[src/rtl/scoreboard_hashmap_if.sv]
`default_nettype none
// ============================================================================
// Module      : scoreboard_hashmap_if
// Description : Request/response bundle for the scoreboard hash map.
//               The slave modport is the table side, the master modport is
//               the issuer side.
// Revision    : 1.0 - initial release
// ============================================================================
interface scoreboard_hashmap_if #(
    parameter int DEPTH = 8,
    parameter int KEY_W = 8,
    parameter int VAL_W = 3
);
    localparam int IDX_W = $clog2(DEPTH);

    logic               i_valid;
    logic               o_ready;
    logic [1:0]         i_op;
    logic [KEY_W-1:0]   i_key;
    logic [VAL_W-1:0]   i_val;
    logic               o_valid;
    logic               o_hit;
    logic [VAL_W-1:0]   o_val;
    logic               o_err;
    logic [IDX_W:0]     o_count;
    logic               o_full;

    modport slave (
        input  i_valid, i_op, i_key, i_val,
        output o_ready, o_valid, o_hit, o_val, o_err, o_count, o_full
    );

    modport master (
        output i_valid, i_op, i_key, i_val,
        input  o_ready, o_valid, o_hit, o_val, o_err, o_count, o_full
    );
endinterface
`default_nettype wire

[src/rtl/scoreboard_hashmap.sv]
`default_nettype none
// ============================================================================
// Module      : scoreboard_hashmap
// Description : Linear-probing key->value table tracking in-flight
//               cmd_id -> proc_id. One slot is examined per PROBE cycle;
//               deletes leave tombstones so probe chains stay intact.
//               Optional macro SB_CLEAR_EN enables op 11 (CLEAR).
// Revision    : 1.0 - initial release
// ============================================================================
module scoreboard_hashmap #(
    parameter int DEPTH = 8,
    parameter int KEY_W = 8,
    parameter int VAL_W = 3,
    parameter int IDX_W = $clog2(DEPTH)
) (
    input  wire logic            i_clk,
    input  wire logic            i_rst,
    scoreboard_hashmap_if.slave  bus
);
    typedef enum logic [1:0] {
        S_IDLE  = 2'd0,
        S_PROBE = 2'd1,
        S_RESP  = 2'd2
    } state_t;

    localparam logic [1:0] c_EMPTY  = 2'd0;
    localparam logic [1:0] c_VALID  = 2'd1;
    localparam logic [1:0] c_TOMB   = 2'd2;

    localparam logic [1:0] c_OP_LOOKUP = 2'b00;
    localparam logic [1:0] c_OP_INSERT = 2'b01;
    localparam logic [1:0] c_OP_DELETE = 2'b10;

    state_t             r_state;
    logic [1:0]         r_op;
    logic [KEY_W-1:0]   r_key;
    logic [VAL_W-1:0]   r_val;
    logic [IDX_W-1:0]   r_idx;
    logic [IDX_W-1:0]   r_nprobe;
    logic               r_free_vld;
    logic [IDX_W-1:0]   r_free_idx;
    logic [IDX_W:0]     r_count;

    logic               r_rvalid;
    logic               r_hit;
    logic [VAL_W-1:0]   r_rval;
    logic               r_err;

    logic [1:0]         r_slot_st  [DEPTH];
    logic [KEY_W-1:0]   r_slot_key [DEPTH];
    logic [VAL_W-1:0]   r_slot_val [DEPTH];

    // Decode of the slot currently under the probe pointer
    logic               w_empty;
    logic               w_match;
    logic               w_last;
    logic               w_free_here;
    logic               w_have_free;
    logic [IDX_W-1:0]   w_free_idx;

    assign w_empty     = (r_slot_st[r_idx] == c_EMPTY);
    assign w_match     = (r_slot_st[r_idx] == c_VALID) && (r_slot_key[r_idx] == r_key);
    assign w_last      = (r_nprobe == IDX_W'(DEPTH - 1));
    assign w_free_here = (r_slot_st[r_idx] != c_VALID);
    assign w_have_free = r_free_vld || w_free_here;
    // Earliest free slot wins so inserts fill holes closest to the home index
    assign w_free_idx  = r_free_vld ? r_free_idx : r_idx;

    assign bus.o_ready = (r_state == S_IDLE) && !i_rst;
    assign bus.o_valid = r_rvalid;
    assign bus.o_hit   = r_hit;
    assign bus.o_val   = r_rval;
    assign bus.o_err   = r_err;
    assign bus.o_count = r_count;
    assign bus.o_full  = (r_count == (IDX_W+1)'(DEPTH));

    // Request FSM, probe walk, slot table and registered response
    always_ff @(posedge i_clk) begin
        if (i_rst) begin
            r_state    <= S_IDLE;
            r_op       <= 2'b00;
            r_key      <= '0;
            r_val      <= '0;
            r_idx      <= '0;
            r_nprobe   <= '0;
            r_free_vld <= 1'b0;
            r_free_idx <= '0;
            r_count    <= '0;
            r_rvalid   <= 1'b0;
            r_hit      <= 1'b0;
            r_rval     <= '0;
            r_err      <= 1'b0;
            for (int s = 0; s < DEPTH; s++) begin
                r_slot_st[s] <= c_EMPTY;
            end
        end else begin
            case (r_state)
                S_IDLE: begin
                    if (bus.i_valid) begin
                        r_op       <= bus.i_op;
                        r_key      <= bus.i_key;
                        r_val      <= bus.i_val;
                        r_idx      <= bus.i_key[IDX_W-1:0];
                        r_nprobe   <= '0;
                        r_free_vld <= 1'b0;
                        r_state    <= S_PROBE;
                    end
                end
                S_PROBE: begin
                    r_idx    <= r_idx + IDX_W'(1);
                    r_nprobe <= r_nprobe + IDX_W'(1);
                    if (!r_free_vld && w_free_here) begin
                        r_free_vld <= 1'b1;
                        r_free_idx <= r_idx;
                    end
                    case (r_op)
                        c_OP_LOOKUP, c_OP_DELETE: begin
                            if (w_match) begin
                                r_hit    <= 1'b1;
                                r_rval   <= r_slot_val[r_idx];
                                r_rvalid <= 1'b1;
                                r_state  <= S_RESP;
                                if (r_op == c_OP_DELETE) begin
                                    r_slot_st[r_idx] <= c_TOMB;
                                    r_count          <= r_count - (IDX_W+1)'(1);
                                end
                            end else if (w_empty || w_last) begin
                                r_rvalid <= 1'b1;
                                r_state  <= S_RESP;
                            end
                        end
                        c_OP_INSERT: begin
                            if (w_match) begin
                                r_slot_val[r_idx] <= r_val;
                                r_hit             <= 1'b1;
                                r_rvalid          <= 1'b1;
                                r_state           <= S_RESP;
                            end else if (w_empty || w_last) begin
                                r_rvalid <= 1'b1;
                                r_state  <= S_RESP;
                                if (w_have_free) begin
                                    r_slot_st[w_free_idx]  <= c_VALID;
                                    r_slot_key[w_free_idx] <= r_key;
                                    r_slot_val[w_free_idx] <= r_val;
                                    r_count                <= r_count + (IDX_W+1)'(1);
                                end else begin
                                    r_err <= 1'b1;
                                end
                            end
                        end
                        default: begin
`ifdef SB_CLEAR_EN
                            for (int s = 0; s < DEPTH; s++) begin
                                r_slot_st[s] <= c_EMPTY;
                            end
                            r_count <= '0;
`else
                            r_err   <= 1'b1;
`endif
                            r_rvalid <= 1'b1;
                            r_state  <= S_RESP;
                        end
                    endcase
                end
                S_RESP: begin
                    r_rvalid <= 1'b0;
                    r_hit    <= 1'b0;
                    r_rval   <= '0;
                    r_err    <= 1'b0;
                    r_state  <= S_IDLE;
                end
                default: r_state <= S_IDLE;
            endcase
        end
    end
endmodule
`default_nettype wire

[src/flat_wrapper.sv]
// flat-port wrapper written by rule: the top's interface ports become plain ports
module scoreboard_hashmap_flat 
#(
    parameter int DEPTH = 8,
    parameter int KEY_W = 8,
    parameter int VAL_W = 3,
    parameter int IDX_W = $clog2(DEPTH)
)
  (i_clk, i_rst, bus_i_valid, bus_i_op, bus_i_key, bus_i_val, bus_o_ready, bus_o_valid, bus_o_hit, bus_o_val, bus_o_err, bus_o_count, bus_o_full);
  scoreboard_hashmap_if #(.DEPTH(DEPTH), .KEY_W(KEY_W), .VAL_W(VAL_W)) bus_i ();
  input  wire logic i_clk;
  input  wire logic i_rst;
  input wire logic [$bits(bus_i.i_valid)-1:0] bus_i_valid;
  input wire logic [$bits(bus_i.i_op)-1:0] bus_i_op;
  input wire logic [$bits(bus_i.i_key)-1:0] bus_i_key;
  input wire logic [$bits(bus_i.i_val)-1:0] bus_i_val;
  output wire logic [$bits(bus_i.o_ready)-1:0] bus_o_ready;
  output wire logic [$bits(bus_i.o_valid)-1:0] bus_o_valid;
  output wire logic [$bits(bus_i.o_hit)-1:0] bus_o_hit;
  output wire logic [$bits(bus_i.o_val)-1:0] bus_o_val;
  output wire logic [$bits(bus_i.o_err)-1:0] bus_o_err;
  output wire logic [$bits(bus_i.o_count)-1:0] bus_o_count;
  output wire logic [$bits(bus_i.o_full)-1:0] bus_o_full;
  assign bus_i.i_valid = bus_i_valid;
  assign bus_i.i_op = bus_i_op;
  assign bus_i.i_key = bus_i_key;
  assign bus_i.i_val = bus_i_val;
  assign bus_o_ready = bus_i.o_ready;
  assign bus_o_valid = bus_i.o_valid;
  assign bus_o_hit = bus_i.o_hit;
  assign bus_o_val = bus_i.o_val;
  assign bus_o_err = bus_i.o_err;
  assign bus_o_count = bus_i.o_count;
  assign bus_o_full = bus_i.o_full;
  scoreboard_hashmap #(.DEPTH(DEPTH), .KEY_W(KEY_W), .VAL_W(VAL_W), .IDX_W(IDX_W)) u_core (.i_clk(i_clk), .i_rst(i_rst), .bus(bus_i));
endmodule
[config.mk]
export PLATFORM = sky130hd
export DESIGN_NAME = scoreboard_hashmap_flat
export DESIGN_NICKNAME = d
export VERILOG_FILES = /design/src/rtl/scoreboard_hashmap_if.sv /design/src/rtl/scoreboard_hashmap.sv /design/src/flat_wrapper.sv
export SDC_FILE = /design/constraint.sdc
export NUM_CORES = 1
export LEC_CHECK = 0
export BUFFER_PORTS_ARGS = -buffer_cell sky130_fd_sc_hd__buf_4
export CORE_ASPECT_RATIO = 1.2
export CORE_MARGIN = 2
export CORE_UTILIZATION = 35
export DETAILED_ROUTE_END_ITERATION = 16
export GPL_ROUTABILITY_DRIVEN = 0
export MAX_ROUTING_LAYER = met4
export PLACE_DENSITY = 0.58
export SLEW_MARGIN = 20
export SYNTH_ARGS = -nofsm -noshare
export SYNTH_HDL_FRONTEND = slang
export SYNTH_SLANG_ARGS = --single-unit
[constraint.sdc]
create_clock -name i_clk -period 6.5 [get_ports i_clk]
set_input_delay 0.65 -clock i_clk [delete_from_list [all_inputs] [get_ports i_clk]]
set_output_delay 0.65 -clock i_clk [all_outputs]
set_load 0.02 [all_outputs]
# After elaboration in Yosys (flattened, before gate mapping)
# Memory sizes are Yosys's and may differ from the RTL's. A register that Yosys moved wholly into a read port is not among the register bits.
# Index checks and enable logic that the tools add are counted.
[word_totals]
n_memories = 3
register_bits = 35
input_bits = 16
out_inout_bits = 12
wordCells = 141
ram_bits = 104
[memory_table]
columns = ["name", "depth", "width", "read_ports", "rd_clocked_by_memory_dff", "write_ports", "line", "text"]
rows = [
  ["u_core.r_slot_key", 8, 8, 1, 1, 1, "scoreboard_hashmap.sv:50", "logic [KEY_W-1:0] r_slot_key [DEPTH];"],
  ["u_core.r_slot_val", 8, 3, 1, 1, 1, "scoreboard_hashmap.sv:51", "logic [VAL_W-1:0] r_slot_val [DEPTH];"],
  ["u_core.r_slot_st", 8, 2, 1, 1, 8, "scoreboard_hashmap.sv:49", "logic [1:0] r_slot_st [DEPTH];"],
]
[classes]
n_mux = 69
eq_ne = 24
n_reduce_logical = 28
add_sub_neg = 4
[ops]
columns = ["cell", "count"]
rows = [
  ["2-to-1 mux 3 bit", 15],
  ["2-to-1 mux 1 bit", 33],
  ["2-to-1 mux 4 bit", 5],
  ["one-hot mux 3 bit (2 select lines)", 3],
  ["inequality test 2 x 1 -> 1 bit, second input constant", 7],
  ["2-to-1 mux 2 bit", 6],
  ["inequality test 2 bit, second input constant", 5],
  ["one-hot mux 1 bit (2 select lines)", 5],
  ["AND reduction 2 bit", 5],
  ["AND reduction 3 bit", 3],
  ["== test 8 bit", 1],
  ["one-hot mux 4 bit (2 select lines)", 1],
  ["AND reduction 7 bit", 1],
  ["adder 3 x 1 -> 3 bit, second input constant", 2],
  ["== test 2 x 1 -> 1 bit, second input constant", 3],
  ["logical NOT 2 bit", 3],
  ["inequality test 3 bit, second input constant", 2],
  ["nonzero test 2 bit", 3],
  ["OR reduction 2 bit", 3],
  ["OR reduction 3 bit", 2],
  ["AND reduction 5 bit", 1],
  ["adder 4 x 1 -> 4 bit, second input constant", 1],
  ["== test 2 bit, second input constant", 2],
  ["== test 4 bit, second input constant", 1],
  ["other kinds (8)", 12],
]

# Depth between registers and ports, before layout
# Gate-level depths: netlist of run 1.
[depth]
depth_word = 11
mapped_depth = 11

# Worst setup path before layout of run 1
# Ideal clock, no wire load.
[synth_timing]
path_type = "flip-flop to flip-flop"
start = "register with a tool-made name"
end = "memory u_core.r_slot_st[0][0] (enable)"
period_less_slack_ps = 3227
path_buffers = 2
path_stages_with_launch = 10
path_slack_ps = 3273
arrival_ps = 2929
setup_time_ps = 298
t_required_ps = 6202
cell_sequence = "dfxtp_1 -> buf_4 -> mux4_2 -> a31oi_1 -> nor4_2 -> a31o_2 -> or3_1 -> buf_4 -> nor2_1 -> o31a_1"
[synth_lines]
columns = ["item", "line"]
rows = [
  ["to (decl)", "scoreboard_hashmap.sv:49"],
]

==> qor.csv, run 1 <==
stage,metric,value,unit
run_status,status,completed,
layout,design_area,7263,um^2
routing,routedWlPerCell,19.72,um
sta,final-setup-viol-count,0,
sta,tns,0,ns
synth,synth_common_cells,"104 x edfxtp_1, 42 x nor2_1, 39 x nand2_1, 38 x dfxtp_1, 26 x mux2i_1",
global_route,gr-total-overflow,0,
synth,synth_seq_cells,142,
layout,syn2layout_area_growth,14.61,%
global_route,antenna_found_initial,0,
die,die_w,126.8,um
sta,post-route-period-util,0.6307,
critical_path,worstSetupEndpointType,register,
routing,via_per_inst,5.319,
global_route,grt_max_degree,48,
routing,drtIter0Drc,318,
synth,yosys_warnings,0,
synth,synth.most_common_cell,edfxtp_1,
synth,synth_area,6337,um^2
placed_design,io_buffers,27,
layout,fin_nets,521,
placed_design,dp_hpwl,9359,um
routing,wl,14290,um
power,power.density,321.7,nW/um^2
cts,cts_resized,0,
sta,hold_viol,0,
power,p_leak,2.401,nW
cts,clockRootBuffer,clkbuf_16,
synth,synth_largest_area_cell,edfxtp_1,
die,die_y,151.4,um
synth,synth_top_area_frac,0.4928,
critical_path,crit_family,simple AND/OR/NAND/NOR gates,
synth,synth_area_leaders,"edfxtp_1 49%, dfxtp_1 12%, mux4_2 8.2%, mux2i_1 4.1%, nor2_1 2.5%",
layout,diodes,0,
die,dieArea,19200,um^2
synth,synth_ff_type,edfxtp_1,
critical_path,cp.depth,9,
die,core-area,17640,um^2
critical_path,crit_buf_inv,1,
cts,clk_latency,0.42,ns
global_route,grt_pass1_vias,3903,
sta,fin_skew,0.01081,ns
critical_path,arrival,4.23,ns
critical_path,reg2regPathDepth,9,
sta,fmax,243.9,MHz
die,num_io_pins,28,
sta,grt_setup_unrepaired,false,
sta,finalCriticalPeriod,4.099,ns
placed_design,place_inst,693,
synth,syn_nets,498,
power,total_power,2.337,mW
global_route,grt_pass1_wl,22110,um
routing,vias,3856,
die,rows,53,
synth,synthCells,469,
sta,drv_slew,0,
layout,drive_gt1_frac,0.2000,
sta,tightest_slew,0.8706,ns
power,vdd_drop_max,0.0001849,V
routing,drcViolationCount,0,
global_route,grtUsageMet3,0.02614,
critical_path,setup.worst_path.class,register to register,
global_route,gr-usage-all-layers,0.1605,
global_route,met2_usage,0.2777,
synth,async_flop_share,0,
critical_path,worstSetupStartpointType,register,
cts,postCtsHoldBufs,0,
global_route,grt.busiest_layer,met2,
cts,cts_buffers,17,
global_route,met1_usage,0.1885,
critical_path,worst_ep_required_time,6.63,ns
synth,ys_seq_area_frac,0.6128,
run,cap_viol_max_count,0,
synth,synth_area_per_cell,13.51,um^2
synth,synth.distinct_cells,56,
critical_path,worstPathCellList,buf_4 > mux4_2 > nor3b_1 > a31oi_1 > nor4_2 > a31o_2 > or3b_1 > nor2_2 > o21a_1,
cts,clkTransAtPathRegs,0.06,ns
cts,cts.sinks,142,
cts,clockBufferDepth,2,
cts,cts_setup_buffers,0,
cts,cts_tree,built,
die,initial_core_util,0.3593,
synth,synth-edff-count,104,
critical_path,crit_slowest_cell,nor2_2,
hold_path,min_path_cells,3,
placed_design,place_area,6711,um^2
routing,dr.pass1.iters,5,
routing,postRouteAntennaNets,0,
cts,h-tree-depth,4,
sta,maxSlewHeadroom,0.4151,
hold_path,hold_class,input port to register,
critical_path,cp_max_fo,21,
critical_path,crit_path_max_incr_delay,0.63,ns
layout,stdcell_count,725,
layout,n_fill_cell,1671,
cell families (layout without fill, tap and decap cells):
group,count (synthesis),after routing,synth area share
and+or+nand+nor,136,136,0.1064
DFF,142,142,0.6128
muxes,52,52,0.1281
xor gates and xnor gates,11,11,0.01520
adders and majority gates,13,13,0.02685
buffers and inverters,40,76,0.02823
AOI/OAI and AO/OA,75,75,0.08233
placed cells by master (no fill, tap or decap), types with 5 or more instances in the layout:
cell       count
edfxtp_1     104
inv_1         13
inv_6          5
o21ai_0        5
o21a_1         8
clkbuf_16     17
nand2_1       39
a21oi_1       24
mux2i_1       26
dfxtp_1       38
nor3_1        17
mux4_2        23
o31a_1         8
a31oi_1        5
buf_4         30
ha_1          12
nor4_1         8
xnor2_1       10
nor2_1        42
sequential cells by signal (all words and copies together), names as in the netlist, named ones only:
name	flops
u_core.r_slot_key	64
u_core.r_nprobe	3
u_core.bus.o_err	1
u_core.bus.o_hit	1
u_core.r_idx	3
u_core.r_slot_st	16
u_core.r_free_vld	1
u_core.r_key	8
u_core.r_state	2
u_core.r_op	2
u_core.bus.o_valid	1
u_core.r_slot_val	24
u_core.r_free_idx	3
u_core.bus.o_count	4
u_core.bus.o_val	3
u_core.r_val	3
tightest hold or removal path: stages:
cell and delay [ns]:
buf_4 0.11, nand2_1 0.04, a21oi_1 0.05
where the power goes:
group / switching [mW] / total [mW] / internal [mW]
Clock: 0.414 / 0.915 / 0.501
Combinational: 0.215 / 0.366 / 0.151
Sequential: 0.0454 / 1.06 / 1.01
layout make-up:
class / count / area (um^2) / area share
flip-flops and latches: 142 / 3884 / 0.5347
clock inverters: 14 / 122.6 / 0.01688
repair buffers: 30 / 225.2 / 0.03101
inverters: 14 / 52.55 / 0.007235
well taps: 220 / 275.3 / 0.03790
clock buffers: 18 / 429.2 / 0.05909
multi-input cells: 287 / 2275 / 0.3132
through the flow:
stage	utilization	worst slack, ns	hold slack, ns
2_1_floorplan	-	3.273	0.4547
3_3_place_gp	0.3805	2.496	0.4486
3_5_place_dp	0.3805	2.413	0.4695
4_1_cts	0.4118	2.401	0.4604
5_1_grt	0.4118	2.160	0.4813
6_report	0.4118	2.401	0.4711
per-layer routing:
layer | routed length [um] | vias up
li1 | - | 1817
met1 | 5898 | 1902
met2 | 7583 | 115
met3 | 558 | 22
met4 | 254 | 0
met5 | 0 | -
path summary, 6_finish.rpt:
path,startpoint,end,slack (ns)
min reg2reg,u_core.bus.o_err$_SDFFE_PP0P_,u_core.bus.o_err$_SDFFE_PP0P_,0.48
max,register,u_core.r_slot_val[1][2]$_DFFE_PP_,2.40
max reg2reg,register,u_core.r_slot_val[1][2]$_DFFE_PP_,2.40
min,bus_i_key[4],u_core.r_key[4]$_SDFFE_PP0P_,0.47
No activity file was read; power rests on OpenSTA's default activity.
==> run 2, diff against run 1 <==
- clock period: 6.5 -> 3.9 ns (I/O delays scaled with it)
==> qor.csv, run 2 (synthesis results as in run 1) <==
stage,metric,value,unit,change
cts,cts.sinks,142,,unchanged
critical_path,worst_ep_required_time,4.07,ns,-2.56 ns
routing,wl,14290,um,about the same
placed_design,place_area,6852,um^2,+2.1%
routing,dr.pass1.iters,4,,-1
hold_path,min_path_cells,3,,unchanged
cts,cts_tree,built,,
die,die_y,151.4,um,unchanged
hold_path,hold_path_end,u_core.r_key[6]$_SDFFE_PP0P_,,
cts,cts_setup_buffers,0,,unchanged
sta,grt_setup_unrepaired,false,,
sta,final-setup-viol-count,0,,unchanged
sta,tightest_slew,0.7772,ns,-0.09344 ns
global_route,gr-total-overflow,0,,unchanged
sta,post-route-period-util,0.8813,,+0.2506
placed_design,dp_hpwl,10120,um,+8.1%
run_status,status,completed,,
placed_design,io_buffers,27,,unchanged
sta,finalCriticalPeriod,3.437,ns,-0.6624 ns
sta,tns,0,ns,unchanged
cts,cts_resized,0,,unchanged
routing,postRouteAntennaNets,0,,unchanged
sta,maxSlewHeadroom,0.4819,,+0.06676
die,initial_core_util,0.3593,,unchanged
critical_path,r2r_setup_slack,0.46,ns,-1.94 ns
routing,drtIter0Drc,354,,+11%
cts,h-tree-depth,4,,unchanged
critical_path,worstSetupStartpointType,register,,
global_route,grt_pass1_vias,3913,,+0.26%
layout,diodes,0,,unchanged
power,p_leak,2.525,nW,+5.1%
layout,drive_gt1_frac,0.2261,,+0.02605
critical_path,cp_max_fo,30,,+43%
layout,finalCoreUtilization,0.4235,,+0.01177
sta,drv_slew,0,,unchanged
power,power.density,544.3,nW/um^2,+69%
layout,syn2layout_area_growth,17.89,%,
layout,n_fill_cell,1615,,-3.4%
routing,routedWlPerCell,19.25,um,-2.4%
global_route,antenna_found_initial,0,,unchanged
die,core-area,17640,um^2,unchanged
cts,cts_buffers,17,,unchanged
die,rows,53,,unchanged
run,cap_viol_max_count,0,,unchanged
cts,clkTransAtPathRegs,0.06,ns,about the same
critical_path,arrival,3.61,ns,-0.62 ns
cts,clockRootBuffer,clkbuf_16,,
sta,fin_skew,0.007803,ns,-0.003009 ns
layout,design_area,7471,um^2,+2.9%
die,dieArea,19200,um^2,unchanged
die,num_io_pins,28,,unchanged
power,vdd_drop_max,0.0003465,V,+87%
layout,final_cell_mix,"104 x edfxtp_1, 46 x buf_4, 42 x nor2_1",,
hold_path,min_from,bus_i_key[6],,
layout,fin_nets,538,,+3.3%
layout,layout_commonest_cell,edfxtp_1,,
die,die_w,126.8,um,unchanged
critical_path,setup.worst_path.class,register to register,,
routing,vias,3915,,+1.5%
layout,largest_register_ffs,64,,unchanged
cts,postCtsHoldBufs,0,,unchanged
global_route,grt_pass1_wl,22150,um,+0.16%
routing,via_per_inst,5.276,,-0.80%
routing,drcViolationCount,0,,unchanged
hold_path,hold_class,input port to register,,
critical_path,r2r-end,u_core.r_slot_st[4][1]$_SDFFCE_PN0P_,,
layout,top_register,u_core.r_slot_key,,
critical_path,reg2regPathDepth,10,,+1
sta,hold_viol,0,,unchanged
cts,clockBufferDepth,2,,unchanged
global_route,grt_max_degree,48,,unchanged
cts,clk_latency,0.42,ns,about the same
sta,fmax,291.0,MHz,+19%
global_route,gr-usage-all-layers,0.1614,,+0.0008766
critical_path,worstSetupEndpointType,register,,
layout,largestRegisters,"u_core.r_slot_key (64), u_core.r_slot_val (24), u_core.r_slot_st (16)",,
## run 2: cell count changes in the layout (fill, tap and decap cells not counted), sizes merged
cell / delta
buf: +17
inv: -8
clkbuf: +4
bufinv: +3
clkinvlp: +1
## run 2: final cells by class
cell class / instances / area [um^2] / area share
flip-flops and latches: 142 / 3884 / 0.5198
well taps: 220 / 275.3 / 0.03684
clock buffers: 22 / 484.2 / 0.06481
clock inverters: 10 / 135.1 / 0.01809
inverters: 14 / 52.55 / 0.007034
repair buffers: 47 / 365.4 / 0.04890
multi-input cells: 287 / 2275 / 0.3045
## run 2: worst max-delay path: stages (launching register included)
cell     delay [ns]
dfxtp_1        0.36
buf_12         0.22
mux4_2         0.54
mux2i_1        0.18
xnor2_1        0.12
nor4_4         0.44
a31o_2         0.29
or3_1          0.38
nor2_2         0.09
buf_4          0.20
o31a_1         0.32
## run 2: metrics by stage
step / hold WS (ns) / setup WS, ns / power (mW) / cells
floorplan: 0.4547 / 0.6727 / 2.234 / 469
detailed placement: 0.4461 / 0.4785 / 2.426 / 710
global route: 0.2116 / 0.2740 / 4.205 / 742
global placement: 0.4450 / 0.5109 / 2.416 / 710
finish: 0.2142 / 0.4631 / 4.067 / 742
CTS: 0.2043 / 0.4696 / 4.088 / 742
## run 2: worst max path at each step
stage	from	endpoint	slack [ns]	cells past startpoint
detailed placement	register	u_core.r_slot_st[4][1]$_SDFFCE_PN0P_	0.48	10
floorplan	register	u_core.r_slot_st[0][0]$_SDFFCE_PN0P_	0.67	9
global placement	register	u_core.r_slot_st[4][0]$_SDFFCE_PN0P_	0.51	10
global route	register	u_core.r_slot_st[4][1]$_SDFFCE_PN0P_	0.27	10
finish	register	u_core.r_slot_st[4][1]$_SDFFCE_PN0P_	0.46	10
CTS	register	u_core.r_slot_st[4][1]$_SDFFCE_PN0P_	0.47	10
## run 2: layer usage
metal  vias up  wire (um)  GRT usage
met2       116       7424     0.2804
met1      1916       5807     0.1835
li1       1852          -          -
met3        31        615    0.03214
met5         -          0          -
met4         0        438    0.06648
## run 2: power breakdown
| part | switching (mW) | total, mW | internal, mW |
|---|---|---|---|
| Clock | 0.605 | 1.67 | 1.07 |
| Sequential | 0.0694 | 1.75 | 1.69 |
| Combinational | 0.367 | 0.638 | 0.271 |
